===== src/rtl/mips_multicycle_fsm.sv =====
// rtl/mips_multicycle_fsm.sv - multi-cycle MIPS main controller FSM
//
// Purpose: sequences the shared multi-cycle datapath (one memory, one ALU,
// IR/A/B/ALUOut registers) through fetch/decode/execute/memory/write-back
// steps for R-type, LW, SW, BEQ, J and ORI. Stalls on a memory ready
// handshake and counts retired instructions.
//
// Optional feature macro: ILLEGAL_TRAP_EN
//   defined   : an unknown opcode traps in ILLEGAL (sticky illegal_op) until rst
//   undefined : an unknown opcode retires as a one-cycle NOP
//
// Ports:
//   clk, rst           rising-edge clock, asynchronous active-high reset
//   opcode[5:0]        IR[31:26], looked at only in DECODE and MEMADR
//   mem_ready          memory finishes the current access this cycle
//   PCWrite            unconditional PC load
//   PCWriteCond        PC load when ALU zero (BEQ)
//   IorD               memory address: 0 PC, 1 ALUOut
//   MemRead, MemWrite  memory requests
//   MemtoReg           register write data: 0 ALUOut, 1 MDR
//   IRWrite            instruction register load
//   PCSource[1:0]      00 ALU, 01 ALUOut, 10 jump target
//   ALUOp[1:0]         00 add, 01 sub, 10 funct, 11 or
//   ALUSrcA            0 PC, 1 A
//   ALUSrcB[1:0]       00 B, 01 const 4, 10 sign-ext imm, 11 imm<<2
//   RegWrite, RegDst   register file write enable, destination 0 rt / 1 rd
//   instr_count        retired-instruction counter (wraps)
//   illegal_op         sticky illegal-opcode flag (trap build only)

module mips_multicycle_fsm #(
  parameter int CNT_W = 32
) (
  input  logic             clk,
  input  logic             rst,
  input  logic [5:0]       opcode,
  input  logic             mem_ready,
  output logic             PCWrite,
  output logic             PCWriteCond,
  output logic             IorD,
  output logic             MemRead,
  output logic             MemWrite,
  output logic             MemtoReg,
  output logic             IRWrite,
  output logic [1:0]       PCSource,
  output logic [1:0]       ALUOp,
  output logic             ALUSrcA,
  output logic [1:0]       ALUSrcB,
  output logic             RegWrite,
  output logic             RegDst,
  output logic [CNT_W-1:0] instr_count,
  output logic             illegal_op
);

  localparam logic [5:0] OP_R   = 6'd0;
  localparam logic [5:0] OP_J   = 6'd2;
  localparam logic [5:0] OP_BEQ = 6'd4;
  localparam logic [5:0] OP_ORI = 6'd13;
  localparam logic [5:0] OP_LW  = 6'd35;
  localparam logic [5:0] OP_SW  = 6'd43;

  typedef enum logic [3:0] {
    S_FETCH, S_DECODE, S_MEMADR, S_MEMRD, S_MEMWB, S_MEMWR, S_EXEC,
    S_RWB, S_BRANCH, S_JUMP, S_ORIEX, S_ORIWB, S_ILLEGAL
  } state_t;

  state_t state, state_next;
  logic   retire;

  always_ff @(posedge clk or posedge rst) begin
    if (rst) begin
      state       <= S_FETCH;
      instr_count <= '0;
    end else begin
      state <= state_next;
      if (retire)
        instr_count <= instr_count + CNT_W'(1);
    end
  end

`ifdef ILLEGAL_TRAP_EN
  logic illegal_q;

  // Set on entry so the flag is already visible in the first ILLEGAL cycle.
  always_ff @(posedge clk or posedge rst) begin
    if (rst)
      illegal_q <= 1'b0;
    else if (state_next == S_ILLEGAL)
      illegal_q <= 1'b1;
  end

  assign illegal_op = illegal_q;
`else
  assign illegal_op = 1'b0;
`endif

  always_comb begin
    state_next  = state;
    retire      = 1'b0;
    PCWrite     = 1'b0;
    PCWriteCond = 1'b0;
    IorD        = 1'b0;
    MemRead     = 1'b0;
    MemWrite    = 1'b0;
    MemtoReg    = 1'b0;
    IRWrite     = 1'b0;
    PCSource    = 2'b00;
    ALUOp       = 2'b00;
    ALUSrcA     = 1'b0;
    ALUSrcB     = 2'b00;
    RegWrite    = 1'b0;
    RegDst      = 1'b0;

    case (state)
      S_FETCH: begin
        MemRead = 1'b1;
        ALUSrcB = 2'b01;
        // IR and PC+4 are only committed on the cycle the read completes.
        IRWrite = mem_ready;
        PCWrite = mem_ready;
        if (mem_ready)
          state_next = S_DECODE;
      end
      S_DECODE: begin
        ALUSrcB = 2'b11;
        case (opcode)
          OP_R:          state_next = S_EXEC;
          OP_LW, OP_SW:  state_next = S_MEMADR;
          OP_BEQ:        state_next = S_BRANCH;
          OP_J:          state_next = S_JUMP;
          OP_ORI:        state_next = S_ORIEX;
          default:       state_next = S_ILLEGAL;
        endcase
      end
      S_MEMADR: begin
        ALUSrcA = 1'b1;
        ALUSrcB = 2'b10;
        if (opcode == OP_LW)
          state_next = S_MEMRD;
        else if (opcode == OP_SW)
          state_next = S_MEMWR;
        else
          state_next = S_ILLEGAL;
      end
      S_MEMRD: begin
        MemRead = 1'b1;
        IorD    = 1'b1;
        if (mem_ready)
          state_next = S_MEMWB;
      end
      S_MEMWB: begin
        RegWrite   = 1'b1;
        MemtoReg   = 1'b1;
        retire     = 1'b1;
        state_next = S_FETCH;
      end
      S_MEMWR: begin
        MemWrite = 1'b1;
        IorD     = 1'b1;
        if (mem_ready) begin
          retire     = 1'b1;
          state_next = S_FETCH;
        end
      end
      S_EXEC: begin
        ALUSrcA    = 1'b1;
        ALUOp      = 2'b10;
        state_next = S_RWB;
      end
      S_RWB: begin
        RegWrite   = 1'b1;
        RegDst     = 1'b1;
        retire     = 1'b1;
        state_next = S_FETCH;
      end
      S_BRANCH: begin
        ALUSrcA     = 1'b1;
        ALUOp       = 2'b01;
        PCWriteCond = 1'b1;
        PCSource    = 2'b01;
        retire      = 1'b1;
        state_next  = S_FETCH;
      end
      S_JUMP: begin
        PCWrite    = 1'b1;
        PCSource   = 2'b10;
        retire     = 1'b1;
        state_next = S_FETCH;
      end
      S_ORIEX: begin
        ALUSrcA    = 1'b1;
        ALUSrcB    = 2'b10;
        ALUOp      = 2'b11;
        state_next = S_ORIWB;
      end
      S_ORIWB: begin
        RegWrite   = 1'b1;
        retire     = 1'b1;
        state_next = S_FETCH;
      end
      S_ILLEGAL: begin
`ifdef ILLEGAL_TRAP_EN
        state_next = S_ILLEGAL;
`else
        retire     = 1'b1;
        state_next = S_FETCH;
`endif
      end
      default: state_next = S_FETCH;
    endcase

    // While reset is held the state register already reads FETCH, so the
    // datapath controls must be blanked explicitly.
    if (rst) begin
      PCWrite     = 1'b0;
      PCWriteCond = 1'b0;
      IorD        = 1'b0;
      MemRead     = 1'b0;
      MemWrite    = 1'b0;
      MemtoReg    = 1'b0;
      IRWrite     = 1'b0;
      PCSource    = 2'b00;
      ALUOp       = 2'b00;
      ALUSrcA     = 1'b0;
      ALUSrcB     = 2'b00;
      RegWrite    = 1'b0;
      RegDst      = 1'b0;
    end
  end

endmodule


===== config.mk =====
export PLATFORM = sky130hd
export DESIGN_NAME = mips_multicycle_fsm
export DESIGN_NICKNAME = d
export VERILOG_FILES = /design/src/rtl/mips_multicycle_fsm.sv
export SDC_FILE = /design/constraint.sdc
export NUM_CORES = 1
export LEC_CHECK = 0
export CORE_MARGIN = 3
export CORE_UTILIZATION = 45
export CTS_BUF_LIST = sky130_fd_sc_hd__clkbuf_4
export DETAILED_ROUTE_END_ITERATION = 8
export PLACE_DENSITY_LB_ADDON = 0.2
export SYNTH_ARGS = -nofsm -noshare
export SYNTH_HDL_FRONTEND = slang
export SYNTH_SLANG_ARGS = --single-unit

===== constraint.sdc =====
create_clock -name clk -period 3.8 [get_ports clk]
set_input_delay 0.38 -clock clk [delete_from_list [all_inputs] [get_ports clk]]
set_output_delay 0.38 -clock clk [all_outputs]
set_load 0.02 [all_outputs]

# [After elaboration in Yosys (flattened, before gate mapping)]
# Cells that the tools add are included.
[op_classes] reduce_logical=10 add_sub_neg=1 n_eq_ne=20 n_mux=35
[op_table] cell="$add A32 B1 Y32 const B" count=1
[op_table] cell="$pmux W4 S7" count=1
[op_table] cell="$eq A4 B4 Y1 const B" count=5
[op_table] cell="$mux W1" count=20
[op_table] cell="$mux W4" count=5
[op_table] cell="$pmux W4 S5" count=1
[op_table] cell="$eq A4 B3 Y1 const B" count=4
[op_table] cell="$eq A6 B6 Y1 const B" count=2
[op_table] cell="$pmux W2 S3" count=2
[op_table] cell="$eq A4 B2 Y1 const B" count=2
[op_table] cell="$reduce_or A2 Y1" count=4
[op_table] cell="$eq A6 B2 Y1 const B" count=1
[op_table] cell="$eq A6 B3 Y1 const B" count=1
[op_table] cell="$eq A6 B4 Y1 const B" count=1
[op_table] cell="$logic_not A6 Y1" count=1
[op_table] cell="$mux W2" count=3
[op_table] cell="$ne A2 B2 Y1 const B" count=3
[op_table] cell="$reduce_or A6 Y1" count=1
[op_table] cell="$eq A4 B1 Y1 const B" count=1
[op_table] cell="$logic_not A4 Y1" count=1
[op_table] cell="$pmux W1 S2" count=2
[op_table] cell="$pmux W2 S2" count=1
[op_table] cell="$reduce_or A4 Y1" count=1
[op_table] cell="$reduce_and A3 Y1" count=1
[op_table] cell="$reduce_or A3 Y1" count=1
[totals] elab_cells=68 register_bits=36 input_bits=9

# [Logic depth before layout (Yosys ltp)]
# Gate-level depths: netlist of run 1.
[depth] depth_word=4 ltp_mapped=7 depth_no_buf=5

# [Least setup slack after synthesis of run 1]
# Ideal clock, no wire load.
[synth_path] path_type="input to output" start="input rst" end="output MemtoReg" stages=4 slack_ps=1235 required_ps=3420 t_arrival_ps=2185 n_path_buf=1 cell_sequence="clkbuf_1 -> inv_1 -> nand2_1 -> nor4_1"
[synth_via] elab_chain_cells=1
[synth_lines] item="from (decl)" line="34" source="input logic rst,"
[synth_lines] item="$mux W1" line="213" source="if (rst) begin"
[synth_lines] item="to (decl)" line="42" source="output logic MemtoReg,"
# Every way passes these cells.

# [Final worst setup path of run 1]
[layout_path] start="register state[1]" end="output RegWrite"
[layout_via] elab_chain_cells=4 word_cells_on_any_way=6 cone_classes="eq/ne (3); mux (2); reduce/logical (1)"
[layout_lines] item="from (decl)" line="66" source="state_t state, state_next;"
[layout_lines] item="from (signal assigned)" line="74" source="state <= state_next;"
[layout_lines] item="$eq A4 B4 Y1 or $eq A4 B3 Y1 (tied branches)" line="113" source="case (state)"
[layout_lines] item="$reduce_or A3 Y1 (no source line) (*)"
[layout_lines] item="$mux W1 (*)" line="113"
[layout_lines] item="$mux W1 (*)" line="213"
[layout_lines] item="to (decl)" line="48" source="output logic RegWrite,"
# Mark *: on every way between the ends. The rest lies on a longest branch, timed or not.

==> results of run 1 <==
## registers in the layout, indices dropped and copies added (netlist names)
name,flops
instr_count,32
state,4
## routing by layer
metal | vias up | global-route usage, % | wire length, um
li1 | 876 | - | -
met1 | 839 | 22.4 | 1940
met2 | 50 | 27.6 | 2020
met3 | 7 | 4.92 | 253
met4 | 0 | 6.24 | 68
met5 | - | 0 | 0
## synth_stat cells, drive strengths merged
cell type | count | area [um^2]
nand3 | 13 | 65.1
o21a | 1 | 7.51
a211oi | 2 | 15.0
a211o | 1 | 8.76
nor2 | 24 | 90.1
dfrtp | 36 | 901
o21bai | 2 | 15.0
o211ai | 1 | 7.51
nand4b | 1 | 8.76
nand4 | 10 | 77.6
nor4 | 5 | 52.6
and2 | 1 | 6.26
o32ai | 1 | 8.76
o311ai | 1 | 8.76
ha | 1 | 12.5
a32oi | 1 | 8.76
a22o | 1 | 8.76
and3 | 8 | 55.1
a21oi | 3 | 15.0
or3 | 2 | 12.5
nand2 | 21 | 78.8
a21boi | 1 | 7.51
nand2b | 2 | 12.5
xnor2 | 24 | 210
nor3 | 13 | 70.1
nor4b | 2 | 17.5
clkbuf | 5 | 18.8
xor2 | 10 | 87.6
a2111oi | 1 | 8.76
a31oi | 3 | 18.8
o21ai | 3 | 15.0
buf | 6 | 42.5
conb | 1 | 3.75
nor2b | 1 | 6.26
a21o | 3 | 22.5
mux2 | 1 | 11.3
inv | 9 | 33.8
## report_power, final
part,switching (uW),internal (uW)
clock,125,134
combinational,249,233
sequential,120,429
total,493,797
## area by class of cell
cell class	count	area (um^2)
clock inverters	3	37.5
well taps	50	62.6
repair buffers	57	568
clock buffers	5	37.5
inverters	9	33.8
multi-input cells	165	1050
fillers	362	1510
flip-flops and latches	36	901
## critical path: cells and delay by family, from the launching register on
| family | cells | cell delay (ps) |
|---|---|---|
| flip-flops | 1 | 550 |
| buffers and inverters | 1 | 610 |
| AO/OA/AOI/OAI | 1 | 90 |
| AND/OR/NAND/NOR | 3 | 660 |
## worst max-delay path by stage
| stage | startpoint | end |
|---|---|---|
| finish | state[1]$_DFFE_PP0P_ | RegWrite |
| floorplan | rst | MemtoReg |
| global route | state[1]$_DFFE_PP0P_ | RegWrite |
| CTS | state[1]$_DFFE_PP0P_ | RegWrite |
| detailed placement | rst | MemtoReg |
| global placement | rst | ALUSrcA |
## logic make-up (layout without fill, tap and decap cells)
logic type,count (synthesis),in the layout,share of synthesized area [%]
AO/OA/AOI/OAI,25,25,8.60
flip-flops,36,36,43.9
AND/OR/NAND/NOR,103,103,27.0
other,1,1,0.183
XOR/XNOR,34,34,14.5
buffers and inverters,20,74,4.64
adder cells (fa/ha/maj),1,1,0.610
multiplexers,1,1,0.549
## through the flow
step           area [um^2]  hold WS, ps  cells
2_1_floorplan         2050          545    221
3_3_place_gp          2620          456    317
3_5_place_dp          2620          456    317
4_1_cts               2700          475    325
5_1_grt               2700          486    325
6_report              2700          472    325
==> metrics.txt, run 1 <==
largest net degree at the start of global routing=37; WHS Path Cells=1; final core utilization=64.1%; Synth-to-Final Area Change=31.4%; full die area=5400 um^2; most common cell after layout, fill and taps aside=clkdlybuf4s50_1; nets=284; overall power=1290 uW; CP arrival=2240 ps; Ys Warns=0; Core ar.=4200 um^2; commonest non-fill, non-tap cells in the layout=56 x clkdlybuf4s50_1, 36 x dfrtp_1, 24 x xnor2_1, 24 x nor2_1, 21 x nand2_1; power per cell area=479 nW/um^2; worst flop-to-flop path startpoint=state[3]$_DFFE_PP0P_; R2R Setup Slk=1580 ps; DRT iter0 DRCs=51; max-cap viol count=0; Tmin final=2620 ps; Post-Syn Area=2050 um^2; count of pins over their slew limit=0; WS Path Type=reg2out; H-tree depth=2; CTS Hold Bufs=0; std cell rows=23; CTS tree=built; initial antenna violation count=0; Clock Sinks=36; CP startpoint kind=register; Yosys reg bits=36; root buf cell=clkbuf_4; first-pass GRT wire length=7450 um; detailed placement HPWL=3170 um; max_slew headroom=61.3%; CP cell instances=nor2b_1, nor3_1, a32oi_1, nor2_1, clkdlybuf4s50_1; GR Overflow Total=0; # resized after CTS=0; Final period util=69.0%; mean number of vias per cell=5.45; Die Height=73.5 um; worst hold endpoint=instr_count[31]$_DFFE_PP0P_; worst reg2reg endpoint=instr_count[28]$_DFFE_PP0P_; r2r worst-path depth=5; vias in the first global route=1,705; worst hold-check path type=reg2reg; Leak=0.00112 uW; min-delay src=instr_count[31]$_DFFE_PP0P_; Final TNS setup=0 ps; Starting Density=48.8%; drt drc=0; fmax=0.381 GHz; routability cong.=0.862; Post-Syn Instances=221; CP max-delay cell=clkdlybuf4s50_1; worst vdd rail ir drop=0.000262 V; status=finished clean; Pre-antenna DRT Iters=4; Cell variety after synth=45; CP max stage delay=610 ps; clock slew at reported path FFs=100 ps; proportion of layout cells with a drive suffix above 1=4.73%; drt wl/cell=13.2 um; WL final=4280 um; routed via count=1,772; Critical Path Sink Type=output pin; Post-DRT Antenna Nets=0; dpl ws=1390 ps; RSZ-0062 raised after global routing=no; CTS Buf Count=5; Worst Tran Pin Value=581 ps; PnR worst setup slack=1180 ps; Syn Nets=231; Clock Path Buffers=2; register area share after synthesis=43.9%; final hold violation count=0; Skew-Pair Late Insertion Delay=340 ps; Port Buffers=56; Die Wd=73.5 um; Max FO, Critical Path=14; Post-Syn Area per Cell=9.28 um^2; WP data required=3420 ps; Finish-stage setup viols=0; I/O pin cnt=58; Total GRT Usage=17.3%; diodes inserted=0; # Post-CTS Setup Buffers=0; Clock Skew=6.61 ps
No activity file was read; power rests on OpenSTA's default activity.
==> run 2: changes to the inputs <==
clock period = 2.3 ns   (was 3.8 ns; I/O delays follow)
==> run 2 against run 1 <==
  * Sequential share of layout area decreased by 0.70 points
  * Critical path type unchanged
  * Cell count rose by 2.5%
  * Clock power rose by 29%
  * Global-route usage up 0.63 points
  * Setup slack got worse by 1100 ps
  * Largest power group is now combinational logic
==> metrics.txt, run 2 (synthesis results as in run 1) <==
Skew-Pair Late Insertion Delay=340 ps (about the same); Finish-stage setup viols=0 (unchanged); register area=905 um^2 (+0.42%); WHS Path Cells=1 (unchanged); WL final=4590 um (+7.3%); Die Height=73.5 um (unchanged); Final TNS setup=0 ps (unchanged); Critical Path Sink Type=output pin; fill cell count=362 (unchanged); diodes inserted=0 (unchanged); commonest non-fill, non-tap cells in the layout=46 x clkdlybuf4s50_1, 33 x dfrtp_1, 24 x xnor2_1, 24 x nor2_1, 21 x nand2_1; fin area=2760 um^2 (+2.6%); GR Overflow Total=0 (unchanged); DRT iter0 DRCs=119 (+130%); Largest register FFs=32 (unchanged); r2r worst-path depth=6 (+1); first-pass GRT wire length=7710 um (+3.5%); CP startpoint kind=register; Largest Register=instr_count; drt drc=0 (unchanged); Core ar.=4200 um^2 (unchanged); routability cong.=0.879 (+1.9%); Clock Skew=10.5 ps (+3.85 ps); Top delay family on crit path=buffers and inverters; Clock Path Buffers=2 (unchanged); status=finished clean; Starting Density=48.8% (unchanged); drt wl/cell=13.8 um (+4.7%); CTS Hold Bufs=0 (unchanged); Leak=0.00130 uW (+16%); nets=292 (+2.8%); Die Wd=73.5 um (unchanged); count of pins over their slew limit=0 (unchanged); CP bufs+invs=1 (unchanged); routed via count=1,781 (+0.51%); H-tree depth=2 (unchanged); initial antenna violation count=0 (unchanged); detailed placement HPWL=3300 um (+4.1%); max-cap viol count=0 (unchanged); Post-DRT Antenna Nets=0 (unchanged); Final period util=98.6%; CP arrival=2040 ps (-200 ps); CTS Buf Count=5 (unchanged); CTS tree=built; root buf cell=clkbuf_4; WP data required=2070 ps (-1350 ps); mean number of vias per cell=5.35 (-1.9%); fmax=0.441 GHz; WS Path Type=reg2out; Pre-antenna DRT Iters=4 (unchanged); std cell rows=23 (unchanged); final hold violation count=0 (unchanged); Crit. path cell count=3 (-2); full die area=5400 um^2 (unchanged); worst hold-check path type=reg2reg; area occupied by multi-input gates=1060 um^2 (+0.59%); Clock Sinks=36 (unchanged); Largest regs=instr_count: 32 flops, state: 4 flops; I/O pin cnt=58 (unchanged); clock slew at reported path FFs=110 ps (about the same); placed inst area=2680 um^2 (+2.3%); proportion of layout cells with a drive suffix above 1=9.54% (+4.8 points); Total GRT Usage=17.9% (+0.63 points); Synth-to-Final Area Change=34.8%; power per cell area=764 nW/um^2 (+59%); CP max stage delay=600 ps (about the same); Max FO, Critical Path=16 (+2); vias in the first global route=1,722 (+1.0%); Tmin final=2270 ps; Port Buffers=56 (unchanged); CP cell instances=nor4_2, and3_1, clkdlybuf4s50_1; worst vdd rail ir drop=0.000450 V (+72%); largest net degree at the start of global routing=37 (unchanged); most common cell after layout, fill and taps aside=clkdlybuf4s50_1; CP max-delay cell=clkdlybuf4s50_1
run 2: area by class of cell:
cell class,instances,area share (%)
clock inverters,3,0.679
well taps,50,2.26
inverters,9,1.22
flip-flops and latches,36,32.7
clock buffers,5,1.36
multi-input cells,165,38.4
repair buffers,65,23.4
run 2: power by group:
part	switching [uW]	leakage (uW)	total [uW]	internal, uW
clock network	217	0.0000349	335	117
registers	172	0.000479	885	714
logic	456	0.000789	891	434
total	846	0.00130	2110	1270
run 2: worst paths after layout:
check,from,end,slack (ps)
max in group asynchronous,rst,state[1]$_DFFE_PP0P_,1380
setup reg to reg,state[1]$_DFFE_PP0P_,instr_count[14]$_DFFE_PP0P_,360
hold reg to reg,instr_count[31]$_DFFE_PP0P_,instr_count[31]$_DFFE_PP0P_,470
setup / recovery,state[3]$_DFFE_PP0P_,IRWrite,30
min in group asynchronous,rst,instr_count[23]$_DFFE_PP0P_,570
hold / removal,instr_count[31]$_DFFE_PP0P_,instr_count[31]$_DFFE_PP0P_,470
run 2: layer usage:
metal / vias up / part of all wire (%) / GRT usage [%]
met2: 55 / 48 / 28.6
li1: 888 / - / -
met5: - / 0 / 0
met4: 0 / 1.0 / 6.04
met1: 834 / 46 / 24.0
met3: 4 / 5.3 / 4.10
run 2: repair_timing:
action                                  4_1_cts  5_1_grt
resized for setup                             5        9
buffers inserted                              0        0
endpoints found under the setup margin        6        8
pin swaps                                     0        0
run 2: stage by stage:
stage | power, uW | std cells | hold slack, ps | utilization, % | setup slack, ps
after global placement | 1790 | 325 | 456 | 63.8 | 203
final | 2110 | 333 | 471 | 65.8 | 31.8
after floorplan | 1420 | 221 | 395 | - | 34.9
after global routing | 2250 | 333 | 487 | 65.8 | -28.4
after CTS | 2130 | 333 | 476 | 65.2 | 21.1
after detailed placement | 1790 | 325 | 456 | 63.8 | 240
==> run 3: changes to the inputs <==
ABC_CLOCK_PERIOD_IN_PS = 2300   (was default)
REMOVE_ABC_BUFFERS = 1   (was default)
==> run 3 against run 2 <==
  * Critical path depth did not move
  * Total power is 1.0% lower
  * Clock power decreased by 6.0%
  * Largest power group unchanged
  * Maximum frequency grew 3.7%
  * Utilization is 0.48 points lower
  * Sequential power down 0.5%
  * Final area decreased by 0.72%
  * Setup slack better by 81 ps
  * Combinational power about the same
  * Global-route usage down 0.52 points
==> metrics.txt, run 3 (synthesis results as in run 1) <==
status=finished clean; CP startpoint kind=register; WS Path Type=reg2out; Clock Path Buffers=2 (unchanged); CTS Buf Count=5 (unchanged); RSZ-0062 raised after global routing=no; min-delay src=instr_count[31]$_DFFE_PP0P_; largest net degree at the start of global routing=37 (unchanged); CP max stage delay=650 ps (+50 ps); drt drc=0 (unchanged); Pre-antenna DRT Iters=4 (unchanged); WL final=4400 um (-4.3%); initial antenna violation count=0 (unchanged); worst hold-check path type=reg2reg; placed cells=324 (-0.31%); Final period util=95.1% (-3.5 points); Worst Tran Pin Value=565 ps; full die area=5400 um^2 (unchanged); CTS tree=built; Skew-Pair Late Insertion Delay=330 ps (about the same); Core ar.=4200 um^2 (unchanged); Post-DRT Antenna Nets=0 (unchanged); R2R Setup Slk=320 ps (-40 ps); # Post-CTS Setup Buffers=0 (unchanged); routed via count=1,767 (-0.79%); max-cap viol count=0 (unchanged); commonest non-fill, non-tap cells in the layout=48 x clkdlybuf4s50_1, 34 x dfrtp_1, 24 x xnor2_1, 24 x nor2_1, 21 x nand2_1; CP cell instances=buf_4, nor4_1, clkdlybuf4s50_1; Non-Filler Instances=331 (-0.60%); Clock Sinks=36 (unchanged); H-tree depth=2 (unchanged); WP data required=2070 ps (about the same); Port Buffers=56 (unchanged); Clock Skew=6.34 ps (-4.13 ps); WHS Path Cells=1 (unchanged); worst reg2reg endpoint=instr_count[14]$_DFFE_PP0P_; overall power=2090 uW (-1.0%); Max FO, Critical Path=14 (-2); worst flop-to-flop path startpoint=state[1]$_DFFE_PP0P_; routability cong.=0.905 (+3.1%); most common cell after layout, fill and taps aside=clkdlybuf4s50_1; Starting Density=48.8% (unchanged); Largest regs=instr_count: 32 flops, state: 4 flops; Final TNS setup=0 ps (unchanged); Die Wd=73.5 um (unchanged); detailed placement HPWL=3320 um (+0.58%); root buf cell=clkbuf_4; Largest Register=instr_count; CP max-delay cell=clkdlybuf4s50_1; Finish-stage setup viols=0 (unchanged); Largest register FFs=32 (unchanged); drt wl/cell=13.3 um (-3.7%); final hold violation count=0 (unchanged); DRT iter0 DRCs=63 (-47%); diodes inserted=0 (unchanged); count of pins over their slew limit=0 (unchanged); worst vdd rail ir drop=0.000423 V (-6.0%); Leak=0.00125 uW (-3.8%); fill cell count=373 (+3.0%); worst hold endpoint=instr_count[31]$_DFFE_PP0P_; power per cell area=762 nW/um^2 (-0.28%); mean number of vias per cell=5.34 (-0.19%); Die Height=73.5 um (unchanged); Total GRT Usage=17.4% (-0.52 points); std cell rows=23 (unchanged); CP arrival=1960 ps (-80 ps); Synth-to-Final Area Change=33.8%; proportion of layout cells with a drive suffix above 1=8.54% (-1.0 points); first-pass GRT wire length=7470 um (-3.1%); Critical Path Sink Type=output pin; clock slew at reported path FFs=100 ps (about the same); vias in the first global route=1,693 (-1.7%); Tmin final=2190 ps (-81.1 ps); r2r worst-path depth=7 (+1); fmax=0.457 GHz (+3.7%); GR Overflow Total=0 (unchanged); nets=291 (-0.34%); CTS Hold Bufs=0 (unchanged); max_slew headroom=61.8%; I/O pin cnt=58 (unchanged)
run 3: worst max-delay path by stage:
stage	from	end	slack, ps
floorplan	rst	MemtoReg	210
finish	state[3]$_DFFE_PP0P_	MemtoReg	110
CTS	state[2]$_DFFE_PP0P_	ALUSrcA	30
global placement	rst	IRWrite	200
global route	state[3]$_DFFE_PP0P_	MemtoReg	20
detailed placement	rst	IRWrite	220
run 3: report_power, final:
group          internal (uW)  switching (uW)
combinational            430             464
clock                    124             191
sequential               714             167
total                   1270             822
run 3: routing by layer:
| layer | track usage, % | share of wire (%) |
|---|---|---|
| met1 | 22.2 | 45 |
| met2 | 29.4 | 49 |
| met3 | 3.01 | 4.2 |
| met4 | 6.44 | 1.6 |
| met5 | 0 | 0 |
run 3: final cells by class:
class / instances / area, um^2 / share of cell area [%]
Clock buffer: 6 / 45.0 / 1.64
Clock inverter: 1 / 5.00 / 0.182
Tap cell: 50 / 62.6 / 2.28
Sequential cell: 36 / 903 / 32.9
Timing Repair Buffer: 64 / 633 / 23.1
Inverter: 9 / 33.8 / 1.23
Multi-Input combinational cell: 165 / 1060 / 38.7
run 3: critical path: cells and delay by family, from the launching register on:
family,cells,cell delay [ps]
buf+inv,2,840
flops,1,520
simple gates,1,260
run 3: stage by stage:
step	setup slack [ps]	hold WS (ps)	utilization (%)	cell area [um^2]
6_report	113	495	65.3	2740
5_1_grt	16.4	524	65.3	2740
4_1_cts	29.6	498	64.9	2730
3_5_place_dp	220	481	63.6	2670
3_3_place_gp	202	459	63.6	2670
2_1_floorplan	214	395	-	1990
run 3: repair_timing:
action	CTS	global route
endpoints found under the setup margin	4	10
cloned	0	0
gates resized for setup	4	8
